`src/rtl/ps2_pkg.sv`:
```
// ps2_pkg -- shared types and constants for the PS/2 host transmitter.
//   ps2_state_e      : transmit FSM states
//   ACK_OK / ACK_ERR : encodings of the latched device acknowledge
//   FILT_LEN         : cycles the synchronized clock must be stable on each side of a falling edge
//   POS_STOP         : shift position of the stop bit (0..7 data, 8 parity, 9 stop)
//   us_to_cycles / ms_to_cycles / cnt_width : cycle-count helpers for the timers
package ps2_pkg;

    typedef enum logic [2:0] {
        ST_IDLE      = 3'd0,
        ST_INHIBIT   = 3'd1,
        ST_REQ       = 3'd2,
        ST_SHIFT     = 3'd3,
        ST_ACK       = 3'd4,
        ST_WAIT_IDLE = 3'd5
    } ps2_state_e;

    localparam logic       ACK_OK   = 1'b1;
    localparam logic       ACK_ERR  = 1'b0;
    localparam int         FILT_LEN = 4;
    localparam logic [3:0] POS_STOP = 4'd9;

    // 64-bit intermediate: 120 us * 100 MHz overflows 32 bits.
    function automatic int us_to_cycles(input int hz, input int us);
        return int'((longint'(hz) * longint'(us)) / longint'(1_000_000));
    endfunction

    function automatic int ms_to_cycles(input int hz, input int ms);
        return int'((longint'(hz) * longint'(ms)) / longint'(1_000));
    endfunction

    // Width of a counter that must hold 0..n-1.
    function automatic int cnt_width(input int n);
        return (n < 2) ? 1 : $clog2(n);
    endfunction

endpackage

```
`src/rtl/ps2_edge_filter.sv`:
```
// ps2_edge_filter -- 2-flop synchronizers for the raw PS/2 lines plus a
// glitch-filtered falling-edge detector on the clock line.
//   clk, rst_n   : system clock, async active-low reset
//   i_clk_raw    : raw PS/2 clock line
//   i_data_raw   : raw PS/2 data line
//   o_clk_s      : synchronized clock line
//   o_data_s     : synchronized data line
//   o_fall       : one-cycle pulse on a filtered falling edge
module ps2_edge_filter
    import ps2_pkg::*;
(
    input  logic clk,
    input  logic rst_n,
    input  logic i_clk_raw,
    input  logic i_data_raw,
    output logic o_clk_s,
    output logic o_data_s,
    output logic o_fall
);

    logic [1:0]          r_clk_sync;
    logic [1:0]          r_data_sync;
    logic [FILT_LEN-1:0] r_hist;
    logic                r_filt;

    // Idle bus is high, so everything resets to 1.
    always_ff @(posedge clk or negedge rst_n) begin
        if (!rst_n) begin
            r_clk_sync  <= '1;
            r_data_sync <= '1;
            r_hist      <= '1;
            r_filt      <= 1'b1;
        end else begin
            r_clk_sync  <= {r_clk_sync[0], i_clk_raw};
            r_data_sync <= {r_data_sync[0], i_data_raw};
            r_hist      <= {r_hist[FILT_LEN-2:0], r_clk_sync[1]};
            // Filtered level only flips after FILT_LEN identical samples.
            if (&r_hist)
                r_filt <= 1'b1;
            else if (~|r_hist)
                r_filt <= 1'b0;
        end
    end

    assign o_clk_s  = r_clk_sync[1];
    assign o_data_s = r_data_sync[1];
    // Filtered level was high and the last FILT_LEN samples are all low.
    assign o_fall   = r_filt & ~|r_hist;

endmodule

```
`src/rtl/ps2_host_tx.sv`:
```
// ps2_host_tx -- PS/2 host-to-device byte transmitter (open-drain outputs).
//   Parameters: CLK_HZ (system clock), INHIBIT_US (clock-low inhibit),
//               TIMEOUT_MS (device-clocking watchdog limit)
//   tx_valid/tx_data/tx_ready : byte request handshake, accepted in IDLE only
//   tx_done / tx_err          : one-cycle completion pulses (ACK seen / not seen or timeout)
//   busy                      : high from acceptance to completion
//   PS2_clk/PS2_data          : raw bus lines
//   PS2_clk_oe/PS2_data_oe    : 1 pulls the corresponding line low
// Optional feature: define PS2_TX_WATCHDOG_EN to add the device-clocking watchdog.
module ps2_host_tx
    import ps2_pkg::*;
#(
    parameter int CLK_HZ     = 100_000_000,
    parameter int INHIBIT_US = 120,
    parameter int TIMEOUT_MS = 15
) (
    input  logic       clk,
    input  logic       rst_n,
    input  logic       tx_valid,
    input  logic [7:0] tx_data,
    output logic       tx_ready,
    output logic       tx_done,
    output logic       tx_err,
    output logic       busy,
    input  logic       PS2_clk,
    input  logic       PS2_data,
    output logic       PS2_clk_oe,
    output logic       PS2_data_oe
);

    localparam int INH_RAW = us_to_cycles(CLK_HZ, INHIBIT_US);
    localparam int INH_CYC = (INH_RAW < 1) ? 1 : INH_RAW;
    localparam int INH_W   = cnt_width(INH_CYC);
    localparam logic [INH_W-1:0] INH_LAST = INH_W'(INH_CYC - 1);

    ps2_state_e       r_state, w_next;
    logic [7:0]       r_byte;
    logic             r_par;
    logic [3:0]       r_pos;
    logic [INH_W-1:0] r_inh_cnt;
    logic             r_ack_ok;
    logic             w_clk_s, w_data_s, w_fall;
    logic             w_inh_last;
    logic             w_lines_high;
    logic [9:0]       w_frame;
    logic             w_wd_exp;

    ps2_edge_filter u_filt (
        .clk        (clk),
        .rst_n      (rst_n),
        .i_clk_raw  (PS2_clk),
        .i_data_raw (PS2_data),
        .o_clk_s    (w_clk_s),
        .o_data_s   (w_data_s),
        .o_fall     (w_fall)
    );

    assign w_inh_last   = (r_state == ST_INHIBIT) && (r_inh_cnt == INH_LAST);
    assign w_lines_high = w_clk_s & w_data_s;
    // Bits in shift order: data[0..7], parity, stop.
    assign w_frame      = {1'b1, r_par, r_byte};

`ifdef PS2_TX_WATCHDOG_EN
    localparam int WD_RAW = ms_to_cycles(CLK_HZ, TIMEOUT_MS);
    localparam int WD_CYC = (WD_RAW < 1) ? 1 : WD_RAW;
    localparam int WD_W   = cnt_width(WD_CYC);
    localparam logic [WD_W-1:0] WD_LAST = WD_W'(WD_CYC - 1);

    logic [WD_W-1:0] r_wd_cnt;
    logic            w_wd_run;

    assign w_wd_run = (r_state == ST_REQ) || (r_state == ST_SHIFT) ||
                      (r_state == ST_ACK) || (r_state == ST_WAIT_IDLE);
    assign w_wd_exp = w_wd_run && (r_wd_cnt == WD_LAST);

    // Restarts on every device edge, so it only fires if the device stalls.
    always_ff @(posedge clk or negedge rst_n) begin
        if (!rst_n)
            r_wd_cnt <= '0;
        else if (!w_wd_run || w_fall)
            r_wd_cnt <= '0;
        else
            r_wd_cnt <= r_wd_cnt + 1'b1;
    end
`else
    assign w_wd_exp = 1'b0;
`endif

    // State register
    always_ff @(posedge clk or negedge rst_n) begin
        if (!rst_n)
            r_state <= ST_IDLE;
        else
            r_state <= w_next;
    end

    // Next-state logic. Falls in IDLE/INHIBIT are deliberately ignored.
    always_comb begin
        w_next = r_state;
        case (r_state)
            ST_IDLE:      if (tx_valid)                        w_next = ST_INHIBIT;
            ST_INHIBIT:   if (w_inh_last)                      w_next = ST_REQ;
            ST_REQ:       if (w_fall)                          w_next = ST_SHIFT;
            ST_SHIFT:     if (w_fall && (r_pos == POS_STOP))   w_next = ST_ACK;
            ST_ACK:                                            w_next = ST_WAIT_IDLE;
            ST_WAIT_IDLE: if (w_lines_high)                    w_next = ST_IDLE;
            default:                                           w_next = ST_IDLE;
        endcase
        if (w_wd_exp)
            w_next = ST_IDLE;
    end

    // Datapath: latched byte, inhibit timer, shift position, ACK capture.
    always_ff @(posedge clk or negedge rst_n) begin
        if (!rst_n) begin
            r_byte    <= '0;
            r_par     <= 1'b0;
            r_pos     <= '0;
            r_inh_cnt <= '0;
            r_ack_ok  <= ACK_ERR;
        end else begin
            case (r_state)
                ST_IDLE: if (tx_valid) begin
                    r_byte    <= tx_data;
                    r_par     <= ~^tx_data;
                    r_pos     <= '0;
                    r_inh_cnt <= '0;
                    r_ack_ok  <= ACK_ERR;
                end
                ST_INHIBIT: if (!w_inh_last)
                    r_inh_cnt <= r_inh_cnt + 1'b1;
                // The REQ->SHIFT edge presents position 0; later edges advance.
                ST_SHIFT: if (w_fall) begin
                    if (r_pos != POS_STOP)
                        r_pos <= r_pos + 4'd1;
                    else
                        r_ack_ok <= w_data_s ? ACK_ERR : ACK_OK;
                end
                default: ;
            endcase
        end
    end

    // Outputs are decoded from registered state so an async reset releases
    // the bus in the same instant.
    always_comb begin
        tx_ready    = (r_state == ST_IDLE);
        busy        = (r_state != ST_IDLE);
        PS2_clk_oe  = (r_state == ST_INHIBIT);
        PS2_data_oe = 1'b0;
        tx_done     = 1'b0;
        tx_err      = w_wd_exp;
        case (r_state)
            ST_INHIBIT:   PS2_data_oe = w_inh_last;
            ST_REQ:       PS2_data_oe = 1'b1;
            ST_SHIFT:     PS2_data_oe = ~w_frame[r_pos];
            ST_WAIT_IDLE: if (w_lines_high && !w_wd_exp) begin
                tx_done = (r_ack_ok == ACK_OK);
                tx_err  = (r_ack_ok == ACK_ERR);
            end
            default: ;
        endcase
        if (w_wd_exp) begin
            PS2_clk_oe  = 1'b0;
            PS2_data_oe = 1'b0;
        end
    end

endmodule
```
`config.mk`:
```
export PLATFORM = sky130hd
export DESIGN_NAME = ps2_host_tx
export DESIGN_NICKNAME = d
export VERILOG_FILES = /design/src/rtl/ps2_pkg.sv /design/src/rtl/ps2_edge_filter.sv /design/src/rtl/ps2_host_tx.sv
export SDC_FILE = /design/constraint.sdc
export NUM_CORES = 1
export LEC_CHECK = 0
export BUFFER_PORTS_ARGS = -buffer_cell sky130_fd_sc_hd__buf_2
export CORE_UTILIZATION = 25
export DETAILED_ROUTE_END_ITERATION = 8
export GPL_TIMING_DRIVEN = 0
export SLEW_MARGIN = 40
export SYNTH_ARGS = -nofsm -noshare
export SYNTH_HDL_FRONTEND = slang
export SYNTH_SLANG_ARGS = --single-unit
```
`constraint.sdc`:
```
create_clock -name clk -period 2.5 [get_ports clk]
set_input_delay 0.375 -clock clk [delete_from_list [all_inputs] [get_ports clk]]
set_output_delay 0.375 -clock clk [all_outputs]
set_load 0.01 [all_outputs]
```
# Word level (Yosys, flattened, before mapping)
# Cells that the tools add are included.
dict set report word_totals {
  register_bits 40
}
dict set report classes {
  add_sub_neg 2
  order_cmp 1
  n_eq_ne 18
  mux 27
  bitwise 4
  n_reduce_logical 15
}
# operator n
set op_table {}
lappend op_table {{14-bit two-way mux} 2}
lappend op_table {{14-bit one-hot mux with 2 select lines} 1}
lappend op_table {{3-bit one-hot mux with 6 select lines} 1}
lappend op_table {{2-bit inequality test, second input constant} 8}
lappend op_table {{3-bit two-way mux} 5}
lappend op_table {{14-bit by 1-bit adder with 14-bit output, second input constant} 1}
lappend op_table {{14-bit == test, second input constant} 1}
lappend op_table {{4-bit two-way mux} 3}
lappend op_table {{4-bit AND reduction} 3}
lappend op_table {{1-bit two-way mux} 11}
lappend op_table {{4-bit one-hot mux with 2 select lines} 1}
lappend op_table {{8-bit XNOR reduction} 1}
lappend op_table {{3-bit by 2-bit == test with 1-bit output, second input constant} 2}
lappend op_table {{3-bit == test, second input constant} 2}
lappend op_table {{4-bit by 5-bit < comparator with 1-bit output, second input constant} 1}
lappend op_table {{5-bit AND reduction} 1}
lappend op_table {{4-bit by 1-bit adder with 4-bit output, second input constant} 1}
lappend op_table {{1-bit binary-select mux with 4-bit select} 1}
lappend op_table {{4-bit == test, second input constant} 1}
lappend op_table {{2-bit by 1-bit inequality test with 1-bit output, second input constant} 2}
lappend op_table {{4-bit inequality test, second input constant} 1}
lappend op_table {{2-bit nonzero test} 2}
lappend op_table {{4-bit OR reduction} 1}
lappend op_table {{3-bit by 1-bit == test with 1-bit output, second input constant} 1}
lappend op_table {{other kinds (10)} 13}

# Depth between registers and ports, before layout
dict set report depth {
  word_depth 6
  depth_mapped 6
}

# Cells and area by module
# From an unflattened synthesis, not the netlist that was laid out.
dict set report unflattened {
  cells_unflattened 216
  hier_area_um2 2069.5
}
# mod instances cells_per_inst area_each_um2 seq_area_each_um2
set by_module_without_submodules {}
lappend by_module_without_submodules {ps2_host_tx 1 202 1794.2 775.7}
lappend by_module_without_submodules {ps2_edge_filter 1 14 275.3 236.5}

# Least setup slack after synthesis
# OpenSTA, ideal clock, no wires.
dict set report synth_timing {
  kind {reg-to-output}
  start {register r_inh_cnt[5]}
  end {output port PS2_data_oe}
  arrival_ps 1917
  required_ps 2125
  path_slack_ps 208
  path_stages_with_launch 5
  path_buffers 0
  cell_sequence {dfrtp_1 or4b_4 nor4_1 o21bai_1 a41oi_1}
}
dict set report synth_between {
  elab_chain_cells 3
}
# item line_no
set synth_lines {}
lappend synth_lines {{from (decl)} ps2_host_tx.sv:40} ;# logic [INH_W-1:0] r_inh_cnt;
lappend synth_lines {{from (signal assigned)} ps2_host_tx.sv:131} ;# r_inh_cnt <= r_inh_cnt + 1'b1;
lappend synth_lines {{14-bit == test} ps2_host_tx.sv:58} ;# assign w_inh_last = (r_state == ST_INHIBIT) && (r_inh_cnt == INH_LAST);
lappend synth_lines {{1-bit logical AND} ps2_host_tx.sv:58}
lappend synth_lines {{1-bit one-hot mux with 3 select lines} ps2_host_tx.sv:153} ;# case (r_state)
lappend synth_lines {{to (decl)} ps2_host_tx.sv:28} ;# output logic PS2_data_oe
# Every way passes these cells.

# Worst setup path after layout
# Same ends and word-level chain as after synthesis.

==> impl_metrics.json <==
{
  "n_antenna_cell": 0,
  "cp_slowest_cell": "or4b_4",
  "path_cells": "or4b_4, nor4_4, o21bai_1, a41oi_2, buf_2",
  "ys_async_sr_fraction_pct": 100,
  "grt_first_pass_wirelength_mm": 7.82,
  "final-max-slew-violation-count": 0,
  "worst_path_largest_cell_delay_ps": 590,
  "critPathLaunchType": "register",
  "ys_ff_latch": 40,
  "syn_area_per_cell_um2": 9.50,
  "detail_route.vias_per_cell": 4.87,
  "placed_cells": 334,
  "skew_ps": 1.65,
  "drt_wl_total_mm": 4.37,
  "route.vias.total": 1670,
  "start_util_pct": 26.0,
  "min_period_over_period_pct": 96.1,
  "final_common_cell": "nand2_1",
  "synth_edf_count": 0,
  "stdcell_count": 343,
  "mostFrequentLayoutCells": "nand2_1 (38), dfrtp_1 (29), buf_2 (17)",
  "drc": 0,
  "die-area_um2": 8500,
  "syn-num-nets": 230,
  "fp-row-count": 32,
  "cts.sinks": 40,
  "hp-class": "in -> async",
  "core-area_um2": 7810,
  "synth_ff_type": "dfrtp_1",
  "tightest_slew_ps": 553,
  "ys_seq_area_share_pct": 49.8,
  "hold_violations": 0,
  "dieHeight_um": 92.2,
  "grt_antenna_before_repair": 0,
  "holdWs_ps": 36.2,
  "max-vdd-ir-drop_v": 0.000408,
  "cts-root-buf": "clkbuf_8",
  "layout-drive-gt1-share_pct": 21.6,
  "dp_hpwl_mm": 3.08,
  "syn_inst": 214,
  "gr-usage-all-layers_pct": 11.6,
  "cts_tree": "done",
  "leakagePower_nw": 1.01,
  "nets": 256,
  "ctsHtreeMaxLevel": 2,
  "ys_types": 40,
  "insertion_delay_ps": 300,
  "power_density_nw_per_um2": 701,
  "portBuffers": 18,
  "grt_max_degree": 41,
  "gr-total-overflow": 0,
  "crit_required_ps": 2120,
  "firstDrtPassIters": 4,
  "cap_violations": 0,
  "initialDrtViolationCount": 108,
  "outcome": "finished, final reports clean",
  "routedWlPerCell_um": 12.8,
  "netlist_area_um2": 2030,
  "worst-setup-path-type": "reg -> out",
  "cp-end-kind": "primary output",
  "timing.slew.headroom_pct": 62.8,
  "grt_pass1_vias": 1641,
  "setup_violations": 0,
  "ys_warn_count": 0,
  "max_freq_ghz": 0.416,
  "die_x_um": 92.2,
  "ioPinCount": 19,
  "place_congestion": 0.785,
  "finalCriticalPeriod_ps": 2400,
  "arrival_ps": 2030,
  "postRouteAntennaNets": 0,
  "cts_buffers": 5,
  "path_max_fanout": 5,
  "clock_path_buffers": 2,
  "area_growth_pct": 18.3,
  "cts.clk_slew.worst_paths_ps": 80
}
-- area by class of cell --
class | instances | area, µm²
multi-input cells | 159 | 992
inverters | 6 | 22.5
repair buffers | 20 | 108
clock inverters | 2 | 16.3
plain buffers | 8 | 31.3
well taps | 102 | 128
fillers | 827 | 5400
flip-flops and latches | 40 | 1010
clock buffers | 6 | 93.8
-- synth_stat cells, drive strengths merged (5+ instances only) --
| master | instances | area [µm²] |
|---|---|---|
| inv | 6 | 22.5 |
| nor2 | 9 | 33.8 |
| or3 | 6 | 37.5 |
| nand3 | 14 | 70.1 |
| a21oi | 12 | 60.1 |
| clkbuf | 8 | 30.0 |
| or4 | 7 | 57.6 |
| o21ai | 13 | 65.1 |
| dfrtp | 31 | 776 |
| xnor2 | 8 | 70.1 |
| nand2 | 38 | 143 |
| dfstp | 9 | 236 |
| nand4 | 5 | 31.3 |
-- kinds of logic (layout without fill, tap and decap cells) --
group	count (synthesis)	after routing	synth area share [%]
xor gates and xnor gates	9	9	3.88
adders and majority gates	3	3	1.85
AOI/OAI and AO/OA	37	37	10.8
DFF	40	40	49.8
muxes	3	3	2.71
and+or+nand+nor	107	107	28.2
buffers and inverters	15	42	2.77
-- power breakdown --
group          leakage [nW]  switching, mW  internal (mW)
clock network        0.0530          0.254          0.261
logic                 0.466          0.166          0.138
registers             0.495         0.0993          0.768
total                  1.01          0.519           1.17
-- worst paths after layout --
path / start / endpoint / slack [ps] / cells after the start
hold / removal: rst_n / r_inh_cnt[6] / 40 / 1
max in group asynchronous: rst_n / r_inh_cnt[8] / 2090 / 1
hold reg to reg: u_filt.r_clk_sync[0] / u_filt.r_clk_sync[1] / 360 / 0
setup / recovery: r_inh_cnt[5] / PS2_data_oe / 100 / 5
min in group clk: PS2_clk / u_filt.r_clk_sync[0] / 160 / 1
setup reg to reg: r_inh_cnt[5] / r_state[0] / 290 / 4
-- per-stage QoR --
stage	power [mW]	setup TNS, ps	utilization (%)	worst slack (ps)	cell area (µm²)
2_1_floorplan	1.07	0	-	208	2030
3_3_place_gp	1.16	-283	28.8	-283	2250
3_5_place_dp	1.18	0	28.9	20.2	2260
4_1_cts	1.70	0	30.6	16.7	2390
5_1_grt	1.80	-8.39	30.8	-8.39	2410
6_report	1.69	0	30.8	98.4	2410
-- registers in the layout (all words and copies together), names as in the netlist --
signal and cells:
r_inh_cnt 14, r_byte 8, r_pos 4, u_filt.r_hist 4, r_state 3, u_filt.r_clk_sync 2
u_filt.r_data_sync 2, r_ack_ok 1, r_par 1, u_filt.r_filt 1
-- metal layers --
layer | vias up | share of wire (%) | wire length [µm] | track usage (%)
met3 | 7 | 3.5 | 152 | 2.82
li1 | 820 | - | - | -
met5 | - | 0 | 0 | 0
met4 | 0 | 1.6 | 70 | 4.30
met2 | 26 | 47 | 2050 | 18.2
met1 | 817 | 48 | 2100 | 15.6
-- what timing repair did --
item | 4_1_cts | 5_1_grt
setup endpoints to repair | 1 | 11
resized for setup | 2 | 5
buffers inserted | 2 | 0
hold buffers | 0 | 0
pin swaps | 1 | 1
endpoints found under the hold margin | 0 | 0
-- critical path: cells and delay by family (launching register included) --
family,cells,cell delay [ps]
AND/OR/NAND/NOR,2,810
flip-flops,1,440
AO/OA/AOI/OAI,2,320
buffers and inverters,1,160
Note: power is estimated with default switching activity, not from simulation.
